`src/rtl/bus_arbiter.sv`:
```
// bus_arbiter: shares one external bus between two masters with round-robin
// arbitration, whole-transaction ownership, owner-only response routing and an
// optional timeout abort for transactions the slave never answers.
module bus_arbiter #(
  parameter int unsigned AW      = 32,
  parameter int unsigned DW      = 32,
  parameter int unsigned TIMEOUT = 256
) (
  input  logic          clk,
  input  logic          rst_n,
  // master 0 (CPU core)
  input  logic          m0_valid,
  input  logic          m0_mode,
  input  logic [AW-1:0] m0_addr,
  input  logic [DW-1:0] m0_wdata,
  input  logic          m0_rready,
  output logic          m0_wready,
  output logic          m0_rvalid,
  output logic [DW-1:0] m0_rdata,
  output logic          m0_err,
  // master 1 (debug loader / DMA)
  input  logic          m1_valid,
  input  logic          m1_mode,
  input  logic [AW-1:0] m1_addr,
  input  logic [DW-1:0] m1_wdata,
  input  logic          m1_rready,
  output logic          m1_wready,
  output logic          m1_rvalid,
  output logic [DW-1:0] m1_rdata,
  output logic          m1_err,
  // slave bus
  output logic          s_valid,
  output logic          s_mode,
  output logic [AW-1:0] s_addr,
  output logic [DW-1:0] s_wdata,
  output logic          s_rready,
  input  logic          s_wready,
  input  logic          s_rvalid,
  input  logic [DW-1:0] s_rdata,
  // current owner, one-hot
  output logic [1:0]    grant
);

  localparam int unsigned CW = (TIMEOUT == 0) ? 1 : $clog2(TIMEOUT + 1);

  typedef enum logic [1:0] {
    S_IDLE = 2'd0,
    S_OWN0 = 2'd1,
    S_OWN1 = 2'd2
  } state_t;

  state_t     r_state;
  state_t     w_state_nxt;
  logic       r_last;
  logic       w_last_nxt;
  logic [1:0] r_grant;
  logic       r_m0_err;
  logic       r_m1_err;
  logic       w_m0_err_nxt;
  logic       w_m1_err_nxt;
  logic       w_done;
  logic       w_timeout;

  // Owner's transaction completes: write acknowledged, or read handshake.
  assign w_done = s_valid & (s_mode ? s_wready : (s_rvalid & s_rready));

  // Owned-cycle counter; the IDLE cycle between grants rezeroes it.
  generate
    if (TIMEOUT != 0) begin : g_timeout
      logic [CW-1:0] r_cnt;

      // Count cycles spent owning the bus without completion.
      always_ff @(posedge clk or negedge rst_n) begin
        if (!rst_n) begin
          r_cnt <= '0;
        end else if (r_state == S_IDLE) begin
          r_cnt <= '0;
        end else begin
          r_cnt <= r_cnt + CW'(1);
        end
      end

      assign w_timeout = (r_cnt == CW'(TIMEOUT - 1));
    end else begin : g_no_timeout
      assign w_timeout = 1'b0;
    end
  endgenerate

  // State, round-robin pointer, grant decode and error pulses.
  always_ff @(posedge clk or negedge rst_n) begin
    if (!rst_n) begin
      r_state  <= S_IDLE;
      r_last   <= 1'b1;
      r_grant  <= 2'b00;
      r_m0_err <= 1'b0;
      r_m1_err <= 1'b0;
    end else begin
      r_state  <= w_state_nxt;
      r_last   <= w_last_nxt;
      r_grant  <= {w_state_nxt == S_OWN1, w_state_nxt == S_OWN0};
      r_m0_err <= w_m0_err_nxt;
      r_m1_err <= w_m1_err_nxt;
    end
  end

  // Arbitration and end-of-ownership decisions; completion beats timeout.
  always_comb begin
    w_state_nxt  = r_state;
    w_last_nxt   = r_last;
    w_m0_err_nxt = 1'b0;
    w_m1_err_nxt = 1'b0;
    unique case (r_state)
      S_IDLE: begin
        if (m0_valid && m1_valid) begin
          if (r_last) begin
            w_state_nxt = S_OWN0;
            w_last_nxt  = 1'b0;
          end else begin
            w_state_nxt = S_OWN1;
            w_last_nxt  = 1'b1;
          end
        end else if (m0_valid) begin
          w_state_nxt = S_OWN0;
          w_last_nxt  = 1'b0;
        end else if (m1_valid) begin
          w_state_nxt = S_OWN1;
          w_last_nxt  = 1'b1;
        end
      end
      S_OWN0: begin
        if (!m0_valid || w_done) begin
          w_state_nxt = S_IDLE;
        end else if (w_timeout) begin
          w_state_nxt  = S_IDLE;
          w_m0_err_nxt = 1'b1;
        end
      end
      S_OWN1: begin
        if (!m1_valid || w_done) begin
          w_state_nxt = S_IDLE;
        end else if (w_timeout) begin
          w_state_nxt  = S_IDLE;
          w_m1_err_nxt = 1'b1;
        end
      end
      default: begin
        w_state_nxt = S_IDLE;
      end
    endcase
  end

  // Route the owner onto the slave bus and slave responses back to the owner only.
  always_comb begin
    s_valid   = 1'b0;
    s_mode    = 1'b0;
    s_addr    = '0;
    s_wdata   = '0;
    s_rready  = 1'b0;
    m0_wready = 1'b0;
    m0_rvalid = 1'b0;
    m0_rdata  = '0;
    m1_wready = 1'b0;
    m1_rvalid = 1'b0;
    m1_rdata  = '0;
    unique case (r_state)
      S_OWN0: begin
        s_valid   = m0_valid;
        s_mode    = m0_mode;
        s_addr    = m0_addr;
        s_wdata   = m0_wdata;
        s_rready  = m0_rready;
        m0_wready = s_wready;
        m0_rvalid = s_rvalid;
        m0_rdata  = s_rdata;
      end
      S_OWN1: begin
        s_valid   = m1_valid;
        s_mode    = m1_mode;
        s_addr    = m1_addr;
        s_wdata   = m1_wdata;
        s_rready  = m1_rready;
        m1_wready = s_wready;
        m1_rvalid = s_rvalid;
        m1_rdata  = s_rdata;
      end
      default: begin
      end
    endcase
  end

  assign grant  = r_grant;
  assign m0_err = r_m0_err;
  assign m1_err = r_m1_err;

endmodule

```
`config.mk`:
```
export PLATFORM = sky130hd
export DESIGN_NAME = bus_arbiter
export DESIGN_NICKNAME = d
export VERILOG_FILES = /design/src/rtl/bus_arbiter.sv
export SDC_FILE = /design/constraint.sdc
export NUM_CORES = 1
export LEC_CHECK = 0
export ABC_AREA = 0
export CORE_AREA = 5 5 116 118
export CTS_CLUSTER_DIAMETER = 30
export DETAILED_ROUTE_END_ITERATION = 10
export DIE_AREA = 0 0 121 123
export SETUP_SLACK_MARGIN = 0.05
export SLEW_MARGIN = 0
export SYNTH_ARGS = -nofsm -noshare
export SYNTH_HDL_FRONTEND = slang
export SYNTH_SLANG_ARGS = --single-unit
```
`constraint.sdc`:
```
create_clock -name clk -period 3.05 [get_ports clk]
set_input_delay 0.61 -clock clk [delete_from_list [all_inputs] [get_ports clk]]
set_output_delay 0.61 -clock clk [all_outputs]
set_load 0.02 [all_outputs]
```
* After elaboration in Yosys (flattened, before gate mapping)
Index checks and enable logic that the tools add are counted.
** Storage, ports and cells
- Flip-flop bits (word level) :: 16
- Latch bits :: 0
- Memory bits (writable) :: 0
- Memory bits (read-only) :: 0
- Input bits :: 170
- Memories kept :: 0
** Operators by class
- Add/subtract/negate cells :: 1
- Multipliers :: 0
- Div/mod/pow operators :: 0
- Order comparisons :: 0
- Eq/ne operators :: 5
- Shift operators :: 0
- Muxes and demuxes :: 30
- Bitwise logic cells :: 2
- Reductions and logical operators :: 8
** Operators with widths (count)
- $pmux W32 S2 :: 2
- $mux W32 :: 2
- $mux W1 :: 14
- $mux W2 :: 7
- $add A9 B1 Y9 const B :: 1
- $eq A9 B8 Y1 const B :: 1
- $mux W9 :: 1
- $pmux W1 S2 :: 3
- $pmux W2 S3 :: 1
- $eq A2 B1 Y1 const B :: 2
- $eq A2 B2 Y1 const B :: 2
- $reduce_bool A3 Y1 :: 1
- $and A1 B1 Y1 :: 2
- $logic_not A1 Y1 :: 2
- $logic_not A2 Y1 :: 1
- $logic_or A1 B1 Y1 :: 2
- $reduce_and A2 Y1 :: 1
- $logic_and A1 B1 Y1 :: 1

* Longest topological paths before layout
Gate-level depths: netlist of the first run.
- Word-level depth :: 9
- Gate-level depth with buffers :: 8
- Gate-level depth less buffers :: 8

* Least setup slack after synthesis of the first run
No wires, ideal clock.
- Path kind :: register to output
- Start point :: register r_state[0]
- End point :: output s_wdata[10]
- Arrival time :: 1.683 ns
- Required time :: 2.440 ns
- Setup slack :: 0.757 ns
- Cell stages (with the launch flop) :: 6
- Cells stage by stage :: dfrtp_1 inv_1 ha_1 clkbuf_1 clkbuf_1 nor2b_1
** Between the ends
- Word-level cells in the longest chain between the ends :: 2
** Ends and longest elaborated chain
- start: declaration :: line 52 : state_t r_state;
- start signal: assignment :: line 98 : r_state <= w_state_nxt;
- $eq A2 B2 Y1 / $eq A2 B1 Y1 (equally long branches) :: line 165 : unique case (r_state)
- $pmux W32 S2 * :: line 165
- end: declaration :: line 35 : output logic [DW-1:0] s_wdata,
Mark *: on every way between the ends. The rest lies on a longest branch, timed or not.

* Worst setup path after layout of the first run
- Start point :: register r_state[1]
- End point :: output s_wdata[30]
The elaborated chain is that of the path after synthesis.

==> results of run 1 <==
-- sequential cells by signal (all words and copies together), names as in the netlist --
name / count
r_last: 1
g_timeout.r_cnt: 9
r_state: 2
m1_err: 1
grant: 2
m0_err: 1
-- metal layers --
layer,vias to the layer above,wire length (µm),track usage
met4,0,222,0.0319
li1,1624,-,-
met3,16,1390,0.0576
met2,178,7120,0.304
met5,-,0,0
met1,1559,4990,0.174
-- Yosys cell counts, drive strengths merged --
cell type / n / area share
and2b: 1 / 0.0033
inv: 4 / 0.0066
or3: 1 / 0.0028
nand3: 3 / 0.0066
a21oi: 2 / 0.0044
nor3: 3 / 0.0066
ha: 6 / 0.033
dfrtp: 15 / 0.17
clkbuf: 24 / 0.040
nor2b: 67 / 0.18
xnor2: 3 / 0.012
nand3b: 1 / 0.0088
nand4b: 1 / 0.010
a32oi: 2 / 0.0077
a31oi: 1 / 0.0028
nor3b: 2 / 0.0066
xor2: 2 / 0.0077
nor2: 11 / 0.018
o2bb2ai: 1 / 0.0039
o21ai: 2 / 0.0044
and4: 2 / 0.0077
and2: 69 / 0.19
and3: 1 / 0.0028
dfstp: 1 / 0.012
nand2: 3 / 0.0050
buf: 6 / 0.018
a22oi: 67 / 0.23
-- cells by family after synthesis --
group,Yosys count,share of synthesized area
and+or+nand+nor,165,0.453
adders and majority gates,6,0.0331
buffers and inverters,34,0.0645
xor gates and xnor gates,5,0.0193
DFF,16,0.177
AOI/OAI and AO/OA,75,0.253
-- final cells by class --
class                      count  area, µm²  share of cell area
timing repair buffer         318       3250               0.568
multi-input combinational    251       1760               0.308
sequential                    16        402              0.0702
tap                          172        215              0.0376
clock buffer                   4       78.8              0.0138
inverter                       4       15.0             0.00262
-- worst max-delay path, delay by kind of cell, from the launching register on --
kind | cells | cell delay [ns]
flops | 1 | 0.43
buf+inv | 3 | 1.08
simple gates | 1 | 0.13
fa+ha+maj | 1 | 0.19
compound gates | 1 | 0.17
-- through the flow --
stage               power (µW)  utilization  worst slack, ns
CTS                       4000        0.457           0.0512
detailed placement        3730        0.450            0.312
global route              4330        0.463           0.0362
floorplan                 2150            -            0.757
finish                    4090        0.463            0.155
global placement          3700        0.450            0.344
-- worst paths after layout --
path / startpoint / to / slack [ns] / depth (start not counted)
hold reg to reg: g_timeout.r_cnt[0]$_DFF_PN0_ / g_timeout.r_cnt[0]$_DFF_PN0_ / 0.45 / 1
setup / recovery: r_state[1]$_DFF_PN0_ / s_wdata[30] / 0.15 / 6
min in group asynchronous: rst_n / g_timeout.r_cnt[0]$_DFF_PN0_ / 0.81 / 1
setup reg to reg: r_state[1]$_DFF_PN0_ / grant[1]$_DFF_PN0_ / 1.03 / 7
hold / removal: g_timeout.r_cnt[0]$_DFF_PN0_ / g_timeout.r_cnt[0]$_DFF_PN0_ / 0.45 / 1
max in group asynchronous: rst_n / r_state[0]$_DFF_PN0_ / 1.78 / 1
-- power groups by stage --
stage	clock network, µW	registers, µW	logic [µW]
after floorplan	0	304	1850
after global placement	0	298	3400
after detailed placement	0	300	3430
after CTS	261	297	3450
after global routing	265	303	3760
final	254	297	3540
-- repair_timing --
action | CTS | global route
resized for setup | 1 | 11
setup buffers | 0 | 2
hold buffers | 0 | 0
gates cloned | 0 | 1
endpoints found under the setup margin | 2 | 60
pin swaps | 1 | 0
==> results.toml, run 1 <==
[run_status]
status = "completed"

[final_layout]
layout-drive-gt1-share = 0.0354
syn2layout_area_growth_pct = 152
nFillCells = 1205
final_cell_mix = "clkdlybuf4s50_1, and2_1, nor2b_1"
final-instance-count-excl-fill = 765
nNetsFinal = 770
antenna-diode-count = 0
final_common_cell = "clkdlybuf4s50_1"
fin_area_mm2 = 0.00572

[die]
pin_count = 309
rows = 41
initial_core_util = 0.184
dieHeight_um = 123
fp.dieW_um = 121
core_area_mm2 = 0.0124
die_area_mm2 = 0.0149

[sta]
fin_tns_setup_ns = 0
slew_headroom = 0.508
rsz0062_at_grt = "yes"
timing.fmax_mhz = 345
whs_ns = 0.448
slew_viol_final = 0
fin_crit_ns = 2.90
skew_ns = 0.00101
finalCritPeriodShare = 0.949
final-setup-viol-count = 0
hold_viol = 0
tightest_slew_ns = 0.736

[route]
drt.antenna.violating_nets = 0
first_pass_iters = 4
vias_per_cell = 4.41
drc = 0
via_count = 3377
drt-wirelength-per-cell_um = 17.9
drt_wl_total_mm = 13.7
initialDrtViolationCount = 118

[clock_network]
clk_latency_ns = 0.24
cts_root_buf = "clkbuf_16"
clk_path_buf_depth = 2
cts_tree = "done"
clk_pin_slew_ns = 0.05
cts_max_level = 1
cts.sinks = 16
cts_buffers = 3

[power]
vdd_ir_drop_max_mv = 0.296
intPower_uw = 2190
p_per_area_mw_per_mm2 = 714
clockPowerShare = 0.062
p_leak_uw = 0.00221
seqPwrFrac = 0.073
combPwrFrac = 0.865
swShare = 0.464
p_switching_uw = 1900

[place]
post-dp-hpwl_mm = 11.1
placed_cell_area_mm2 = 0.00557
portBuffers = 308
place.gp.congestion = 0.786
post-place-cells = 758

[logic_synthesis]
synth_seq_area_share = 0.177
syn_area_mm2 = 0.00227
ys_ff_latch = 16
syn_nets = 477
ys_warn_count = 0
synthCells = 301
ys_types = 31
syn_avg_cell_area_um2 = 7.54

[worst_setup_path]
criticalPathCategory = "reg -> out"
worstPathCellList = "inv_1, ha_4, buf_12, a22oi_1, nor2b_1, clkdlybuf4s50_1"
critical_path.max_fanout = 66
worstPathRequired_ns = 2.44
max_stage_delay_ns = 0.62
cp_data_arrival_time_ns = 2.29
start_kind = "flip-flop"
cp_slowest_cell = "clkdlybuf4s50_1"
cp-end-kind = "output pin"

[global_route]
grt_pass1_wl_mm = 19.3
grt_antenna_before_repair = 0
grtUsageTotal = 0.161
grt.overflow.total = 0
grt_max_degree = 67
grt_pass1_vias = 3510

[job]
max_cap_violations = 0

[min_path]
min_path_type = "reg -> reg"
No activity file was read; power rests on OpenSTA's default activity.
==> run 2, diff against run 1 <==
--- a/config.mk
+++ b/config.mk
@@ -15,3 +15,4 @@
 export SYNTH_ARGS = -nofsm -noshare
 export SYNTH_HDL_FRONTEND = slang
 export SYNTH_SLANG_ARGS = --single-unit
+export TNS_END_PERCENT = 100
==> results of run 2 <==
The final DEF is identical to that of run 1; final timing and power are the same.
